`src/rtl/uart_rx_pkg.sv`:
```
// Shared types and helpers for the UART receive path.
package uart_rx_pkg;

    typedef enum logic [2:0] {
        ST_IDLE,
        ST_START,
        ST_DATA,
        ST_PARITY,
        ST_STOP,
        ST_WAIT_IDLE
    } uart_rx_state_e;

    localparam int unsigned OVERSAMPLE_DEFAULT = 16;
    localparam int unsigned DATA_BITS_MAX      = 8;

    // Parity bit a transmitter would send for this data; unused upper bits must be zero.
    function automatic logic parity_calc(input logic [DATA_BITS_MAX-1:0] data, input logic odd);
        return (^data) ^ odd;
    endfunction

endpackage

```
`src/rtl/uart_rx_if.sv`:
```
// Byte handshake between the receiver (master) and the slave fabric (slave).
interface uart_rx_if
    import uart_rx_pkg::*;
#(
    parameter int unsigned DATA_BITS = DATA_BITS_MAX
) ();

    logic [DATA_BITS-1:0] rx_data;
    logic                 rx_valid;
    logic                 rx_ready;
    logic                 rx_parity_err;
    logic                 rx_frame_err;

    modport master (
        output rx_data, rx_valid, rx_parity_err, rx_frame_err,
        input  rx_ready
    );

    modport slave (
        input  rx_data, rx_valid, rx_parity_err, rx_frame_err,
        output rx_ready
    );

endinterface

```
`src/rtl/uart_baud_tick_gen.sv`:
```
// Baud tick generator: one-cycle tick every max(baud_div,1) pclk cycles.
module uart_baud_tick_gen #(
    parameter int unsigned DIV_WIDTH = 16
) (
    input  logic                 pclk,
    input  logic                 rst,
    input  logic [DIV_WIDTH-1:0] baud_div,
    output logic                 tick
);

    logic [DIV_WIDTH-1:0] cnt_q, cnt_d;
    logic [DIV_WIDTH-1:0] term_q, term_d;
    logic [DIV_WIDTH-1:0] term_new;

    // Terminal count is latched at each wrap so a divisor change never truncates a period.
    always_comb begin
        term_new = (baud_div == '0) ? '0 : baud_div - DIV_WIDTH'(1);
        tick     = (cnt_q == term_q);
        cnt_d    = tick ? '0 : cnt_q + DIV_WIDTH'(1);
        term_d   = tick ? term_new : term_q;
    end

    // Counter and latched terminal count.
    always_ff @(posedge pclk) begin
        if (rst) begin
            cnt_q  <= '0;
            term_q <= term_new;
        end else begin
            cnt_q  <= cnt_d;
            term_q <= term_d;
        end
    end

endmodule

```
`src/rtl/uart_rx_core.sv`:
```
// UART receiver: oversampled start detection, LSB-first deserialisation,
// parity/framing checks and a one-entry output holding register.
module uart_rx_core
    import uart_rx_pkg::*;
#(
    parameter int unsigned OVERSAMPLE = OVERSAMPLE_DEFAULT,
    parameter int unsigned DATA_BITS  = 8,
    parameter bit          PARITY_EN  = 1'b1,
    parameter bit          PARITY_ODD = 1'b0,
    parameter int unsigned DIV_WIDTH  = 16
) (
    input  logic                 pclk,
    input  logic                 rst,
    input  logic [DIV_WIDTH-1:0] baud_div,
    input  logic                 rx,
    uart_rx_if.master            rx_if,
    output logic                 rx_overrun,
    output logic                 rx_busy
);

    localparam int unsigned TW = $clog2(OVERSAMPLE);
    localparam int unsigned BW = $clog2(DATA_BITS_MAX);
    localparam logic [TW-1:0] HALF_LAST = TW'(OVERSAMPLE / 2 - 1);
    localparam logic [TW-1:0] FULL_LAST = TW'(OVERSAMPLE - 1);
    localparam logic [BW-1:0] BIT_LAST  = BW'(DATA_BITS - 1);

    logic tick;

    uart_baud_tick_gen #(
        .DIV_WIDTH(DIV_WIDTH)
    ) u_tick (
        .pclk    (pclk),
        .rst     (rst),
        .baud_div(baud_div),
        .tick    (tick)
    );

    logic                 sync1_q, rx_s_q;
    uart_rx_state_e       state_q, state_d;
    logic [TW-1:0]        tick_cnt_q, tick_cnt_d;
    logic [BW-1:0]        bit_cnt_q, bit_cnt_d;
    logic [DATA_BITS-1:0] shreg_q, shreg_d;
    logic                 perr_q, perr_d;
    logic                 stop_sample;

    logic [DATA_BITS-1:0] data_q, data_d;
    logic                 valid_q, valid_d;
    logic                 perr_hold_q, perr_hold_d;
    logic                 ferr_q, ferr_d;
    logic                 overrun_q, overrun_d;
    logic                 busy_q, busy_d;

    // Frame FSM: every decision is taken on a baud tick; the START half-bit wait fixes mid-bit sampling.
    always_comb begin
        state_d     = state_q;
        tick_cnt_d  = tick_cnt_q;
        bit_cnt_d   = bit_cnt_q;
        shreg_d     = shreg_q;
        perr_d      = perr_q;
        stop_sample = 1'b0;
        if (tick) begin
            case (state_q)
                ST_IDLE: begin
                    if (!rx_s_q) begin
                        state_d    = ST_START;
                        tick_cnt_d = '0;
                    end
                end
                ST_START: begin
                    if (tick_cnt_q == HALF_LAST) begin
                        tick_cnt_d = '0;
                        bit_cnt_d  = '0;
                        perr_d     = 1'b0;
                        state_d    = rx_s_q ? ST_IDLE : ST_DATA;
                    end else begin
                        tick_cnt_d = tick_cnt_q + TW'(1);
                    end
                end
                ST_DATA: begin
                    if (tick_cnt_q == FULL_LAST) begin
                        tick_cnt_d = '0;
                        shreg_d    = {rx_s_q, shreg_q[DATA_BITS-1:1]};
                        if (bit_cnt_q == BIT_LAST) begin
                            bit_cnt_d = '0;
                            state_d   = PARITY_EN ? ST_PARITY : ST_STOP;
                        end else begin
                            bit_cnt_d = bit_cnt_q + BW'(1);
                        end
                    end else begin
                        tick_cnt_d = tick_cnt_q + TW'(1);
                    end
                end
                ST_PARITY: begin
                    if (tick_cnt_q == FULL_LAST) begin
                        tick_cnt_d = '0;
                        perr_d     = parity_calc(DATA_BITS_MAX'(shreg_q), PARITY_ODD) ^ rx_s_q;
                        state_d    = ST_STOP;
                    end else begin
                        tick_cnt_d = tick_cnt_q + TW'(1);
                    end
                end
                ST_STOP: begin
                    if (tick_cnt_q == FULL_LAST) begin
                        tick_cnt_d  = '0;
                        stop_sample = 1'b1;
                        state_d     = rx_s_q ? ST_IDLE : ST_WAIT_IDLE;
                    end else begin
                        tick_cnt_d = tick_cnt_q + TW'(1);
                    end
                end
                ST_WAIT_IDLE: begin
                    if (rx_s_q) state_d = ST_IDLE;
                end
                default: state_d = ST_IDLE;
            endcase
        end
    end

    // Holding register: load on commit when empty or being drained, otherwise drop and flag overrun.
    always_comb begin
        data_d      = data_q;
        valid_d     = valid_q;
        perr_hold_d = perr_hold_q;
        ferr_d      = ferr_q;
        overrun_d   = 1'b0;
        busy_d      = (state_d != ST_IDLE);
        if (valid_q && rx_if.rx_ready) valid_d = 1'b0;
        if (stop_sample) begin
            if (!valid_q || rx_if.rx_ready) begin
                data_d      = shreg_q;
                perr_hold_d = perr_q;
                ferr_d      = !rx_s_q;
                valid_d     = 1'b1;
            end else begin
                overrun_d = 1'b1;
            end
        end
    end

    // State, synchroniser and output registers; rx is asynchronous so it goes through two flops first.
    always_ff @(posedge pclk) begin
        if (rst) begin
            sync1_q     <= 1'b1;
            rx_s_q      <= 1'b1;
            state_q     <= ST_IDLE;
            tick_cnt_q  <= '0;
            bit_cnt_q   <= '0;
            shreg_q     <= '0;
            perr_q      <= 1'b0;
            data_q      <= '0;
            valid_q     <= 1'b0;
            perr_hold_q <= 1'b0;
            ferr_q      <= 1'b0;
            overrun_q   <= 1'b0;
            busy_q      <= 1'b0;
        end else begin
            sync1_q     <= rx;
            rx_s_q      <= sync1_q;
            state_q     <= state_d;
            tick_cnt_q  <= tick_cnt_d;
            bit_cnt_q   <= bit_cnt_d;
            shreg_q     <= shreg_d;
            perr_q      <= perr_d;
            data_q      <= data_d;
            valid_q     <= valid_d;
            perr_hold_q <= perr_hold_d;
            ferr_q      <= ferr_d;
            overrun_q   <= overrun_d;
            busy_q      <= busy_d;
        end
    end

    assign rx_if.rx_data       = data_q;
    assign rx_if.rx_valid      = valid_q;
    assign rx_if.rx_parity_err = perr_hold_q;
    assign rx_if.rx_frame_err  = ferr_q;
    assign rx_overrun          = overrun_q;
    assign rx_busy             = busy_q;

endmodule

```
`src/flat_wrapper.sv`:
```
// flat-port wrapper written by rule: the top's interface ports become plain ports
module uart_rx_core_flat import uart_rx_pkg::*;
#(
    parameter int unsigned OVERSAMPLE = OVERSAMPLE_DEFAULT,
    parameter int unsigned DATA_BITS  = 8,
    parameter bit          PARITY_EN  = 1'b1,
    parameter bit          PARITY_ODD = 1'b0,
    parameter int unsigned DIV_WIDTH  = 16
)
  (pclk, rst, baud_div, rx, rx_overrun, rx_busy, rx_if_rx_data, rx_if_rx_valid, rx_if_rx_parity_err, rx_if_rx_frame_err, rx_if_rx_ready);
  uart_rx_if #(.DATA_BITS(DATA_BITS)) rx_if_i ();
  input  logic pclk;
  input  logic rst;
  input  logic [DIV_WIDTH-1:0] baud_div;
  input  logic rx;
  output logic rx_overrun;
  output logic rx_busy;
  output wire logic [$bits(rx_if_i.rx_data)-1:0] rx_if_rx_data;
  output wire logic [$bits(rx_if_i.rx_valid)-1:0] rx_if_rx_valid;
  output wire logic [$bits(rx_if_i.rx_parity_err)-1:0] rx_if_rx_parity_err;
  output wire logic [$bits(rx_if_i.rx_frame_err)-1:0] rx_if_rx_frame_err;
  input wire logic [$bits(rx_if_i.rx_ready)-1:0] rx_if_rx_ready;
  assign rx_if_rx_data = rx_if_i.rx_data;
  assign rx_if_rx_valid = rx_if_i.rx_valid;
  assign rx_if_rx_parity_err = rx_if_i.rx_parity_err;
  assign rx_if_rx_frame_err = rx_if_i.rx_frame_err;
  assign rx_if_i.rx_ready = rx_if_rx_ready;
  uart_rx_core #(.OVERSAMPLE(OVERSAMPLE), .DATA_BITS(DATA_BITS), .PARITY_EN(PARITY_EN), .PARITY_ODD(PARITY_ODD), .DIV_WIDTH(DIV_WIDTH)) u_core (.pclk(pclk), .rst(rst), .baud_div(baud_div), .rx(rx), .rx_if(rx_if_i), .rx_overrun(rx_overrun), .rx_busy(rx_busy));
endmodule
```
`config.mk`:
```
export PLATFORM = sky130hd
export DESIGN_NAME = uart_rx_core_flat
export DESIGN_NICKNAME = d
export VERILOG_FILES = /design/src/rtl/uart_rx_pkg.sv /design/src/rtl/uart_rx_if.sv /design/src/rtl/uart_baud_tick_gen.sv /design/src/rtl/uart_rx_core.sv /design/src/flat_wrapper.sv
export SDC_FILE = /design/constraint.sdc
export NUM_CORES = 1
export LEC_CHECK = 0
export ABC_AREA = 0
export BUFFER_PORTS_ARGS = -buffer_cell sky130_fd_sc_hd__buf_4
export CORE_MARGIN = 8
export CORE_UTILIZATION = 42
export CTS_CLUSTER_SIZE = 24
export DETAILED_ROUTE_END_ITERATION = 6
export GPL_ROUTABILITY_DRIVEN = 1
export SKIP_LAST_GASP = 1
export SYNTH_ARGS = -nofsm -noshare
export SYNTH_HDL_FRONTEND = slang
export SYNTH_HIERARCHICAL = 1
export SYNTH_SLANG_ARGS = --single-unit
```
`constraint.sdc`:
```
create_clock -name pclk -period 2.4 [get_ports pclk]
set_input_delay 0 -clock pclk [delete_from_list [all_inputs] [get_ports pclk]]
set_output_delay 0 -clock pclk [all_outputs]
set_load 0.02 [all_outputs]
```
==> flow_summary.ini <==
[synthesis]
synth_nets = 363
ys_seq_area_share_pct = 44.03
yosys-mux-area-fraction_pct = 6.917
synth_xor_area_share_pct = 12.38
syn_area_um2 = 3364
ys_seq_elements = 66
synth-edff-count = 16
async_flop_share_pct = 0
synth-adder-area-share_pct = 1.859
syn_area_per_cell_um2 = 9.954
synth-compound-area-share_pct = 8.070
ys_types = 58
synth-main-ff-cell = dfxtp_1
syn_inst = 338
ys_warn_count = 6
synth_top_family_by_area = simple AND/OR/NAND/NOR gates
synth-simple-area-share_pct = 23.06

[drt]
drc = 0
dr.pass1.iters = 4
drtIter0Drc = 132
avgRoutedWirePerCell_um = 13.15
routed-via-count = 2516
via_per_inst = 5.012
postRouteAntennaNets = 0
wl_mm = 6.599

[critical_path]
reg2reg_to = u_core/rx_if.rx_data[0]
worst_path_max_delay_cell = edfxtp_1
endpoint_kind = flop
arrival_ps = 2500
crit_type = flop to flop
crit_chain = xnor2_1 > nand4_1 > nor4_4 > buf_4 > nand4_1 > buf_4 > nor3b_4 > buf_12 > mux2i_1 > nor2_1
cp_max_fo = 11
cp-start-kind = flop
crit_path_max_incr_delay_ps = 380
r2r_setup_slack_ps = 120
r2r.worst_path.cells = 10
cp-startpoint = u_core/u_tick/term_q[15]
r2r-start = u_core/u_tick/term_q[15]
crit_end = u_core/rx_if.rx_data[0]
cp.required_ps = 2610

[placement]
gp_congestion = 0.7710
dp_hpwl_mm = 4.706
port_buffers = 32
place_area_um2 = 3805

[final_layout]
final_nets = 420
design_area_um2 = 4133
final_cell_mix = buf_4 (54), nor2_1 (54), dfxtp_1 (46)
drive_gt1_share_pct = 24.50
antenna_cells = 0
syn_to_final_growth_pct = 22.83

[sta]
slew_viol_final = 0
finalCritPeriodShare_pct = 95.10
holdWs_ps = 21.24
slew_headroom_pct = 69.56
rsz0062_at_grt = yes
finalSetupViolations = 0
hold_viol_final = 0
fin_worst_skew_ps = 15.76
fin_crit_ps = 2282
max_freq_ghz = 0.4381
worst_pin_slew_ps = 456.0

[power]
p_leak_uw = 0.001505
p_per_area_nw_per_um2 = 581.1
vdd_drop_max_mv = 0.3126

[global_route]
grt_pass1_wl_mm = 11.54
antenna_found_initial = 0
grtUsageTotal_pct = 12.48
grt_max_degree = 37
overflow = 0
first_global_vias = 2403

[clock_tree]
root_buffer = clkbuf_8
clk_latency_ps = 340
cts_inserted_buffers = 9
clk_pin_slew_ps = 70
cts_tree = done
htreeDepth = 3
cts.sinks = 66
cts_buffer_depth = 2

[flow_run]
maxCapViolations = 0

[outcome]
status = finished clean

[die]
die-area_um2 = 11130
row_count = 32
die_y_um = 105.5
io_pins = 33
start_util_pct = 43.54
die-width_um = 105.5
fp.coreArea_um2 = 7727

[min_path]
min_path_type = primary input to flop
## where the power goes
part | switching, uW | leakage [uW] | total (uW) | internal [uW]
combinational | 101 | 0.000829 | 200 | 99.3
sequential | 29.8 | 0.000563 | 1200 | 1170
clock | 448 | 0.000113 | 1000 | 552
## cell type report
class                   count  area (um2)
fillers                   688        3595
multi-input cells         249        1789
flip-flops and latches     66        1486
repair buffers             60       475.5
clock buffers              10       148.9
well taps                 102       127.6
clock inverters             6       71.32
inverters                   9       33.78
## cells in the mapped netlist, drive strengths merged (3+ instances only)
library cell / instances / area [um2]
or4: 4 / 33.78
a21oi: 11 / 58.81
nor2: 54 / 202.7
or3b: 3 / 28.78
dfxtp: 50 / 1001
nand2b: 3 / 18.77
clkbuf: 6 / 22.52
nor4: 4 / 40.04
mux2i: 21 / 210.2
nand4: 11 / 68.82
o21ai: 4 / 20.02
and2: 3 / 18.77
xnor2: 26 / 227.7
xor2: 19 / 166.4
nand3: 9 / 45.04
edfxtp: 16 / 480.5
nor3b: 4 / 46.29
ha: 5 / 62.56
nor3: 12 / 76.33
nand2: 15 / 58.81
o211ai: 3 / 22.52
buf: 8 / 67.56
or2: 3 / 18.77
nand3b: 3 / 22.52
inv: 9 / 33.78
or3: 5 / 36.28
## flip-flops by register name (all words and copies together) (netlist names), 3 cells and up
register	flops
u_core/u_tick/cnt_q	16
u_core/u_tick/term_q	16
u_core/rx_if.rx_data	8
u_core/shreg_q	8
u_core/tick_cnt_q	4
u_core/bit_cnt_q	3
u_core/state_q	3
## what timing repair did
item	in CTS	in global routing
resized for setup	0	7
hold endpoints to repair	6	0
pin swaps	1	8
hold buffers	5	0
buffers inserted	1	4
setup endpoints to repair	9	19
gates cloned	0	0
## critical path: cells and delay by family, from the launching register on
family        cells  cell delay (ps)
flops             1              380
buf+inv           3              530
xor+xnor          1              190
simple gates      5              870
mux               1              180
## metrics by stage
stage	total power (uW)	setup slack, ps	setup TNS [ps]	std cells	utilization, %
after global routing	2521	-32.79	-126.3	502	53.48
after global placement	1412	70.45	0	476	49.24
final	2401	117.6	0	502	53.48
after floorplan	1350	15.31	0	338	-
after CTS	2434	35.61	0	498	52.83
after detailed placement	1416	-25.27	-47.22	476	49.24
## routing by layer
metal	share of wire, %	GRT usage [%]	wire length, um	vias up
met2	44	18.17	2897	47
met4	1.4	4.523	90	0
li1	-	-	-	1309
met1	51	17.04	3339	1152
met3	4.1	3.715	272	8
met5	0	0	0	-
## kinds of logic (layout without fill, tap and decap cells)
logic type | count (synthesis) | count (layout)
buffers and inverters | 23 | 85
and+or+nand+nor | 141 | 141
xor gates and xnor gates | 46 | 46
muxes | 23 | 23
AOI/OAI and AO/OA | 34 | 34
DFF | 66 | 66
adders and majority gates | 5 | 5
## worst min path at each step
stage	from	end	slack, ps	cells past startpoint
3_3_place_gp	rx	u_core/sync1_q	190	2
6_report	baud_div[11]	u_core/u_tick/term_q[11]	20	3
2_1_floorplan	rx	u_core/sync1_q	100	1
5_1_grt	baud_div[14]	u_core/u_tick/term_q[14]	20	2
4_1_cts	baud_div[14]	u_core/u_tick/term_q[14]	4	2
3_5_place_dp	rx	u_core/sync1_q	190	2
Note: power is estimated with default switching activity, not from simulation.
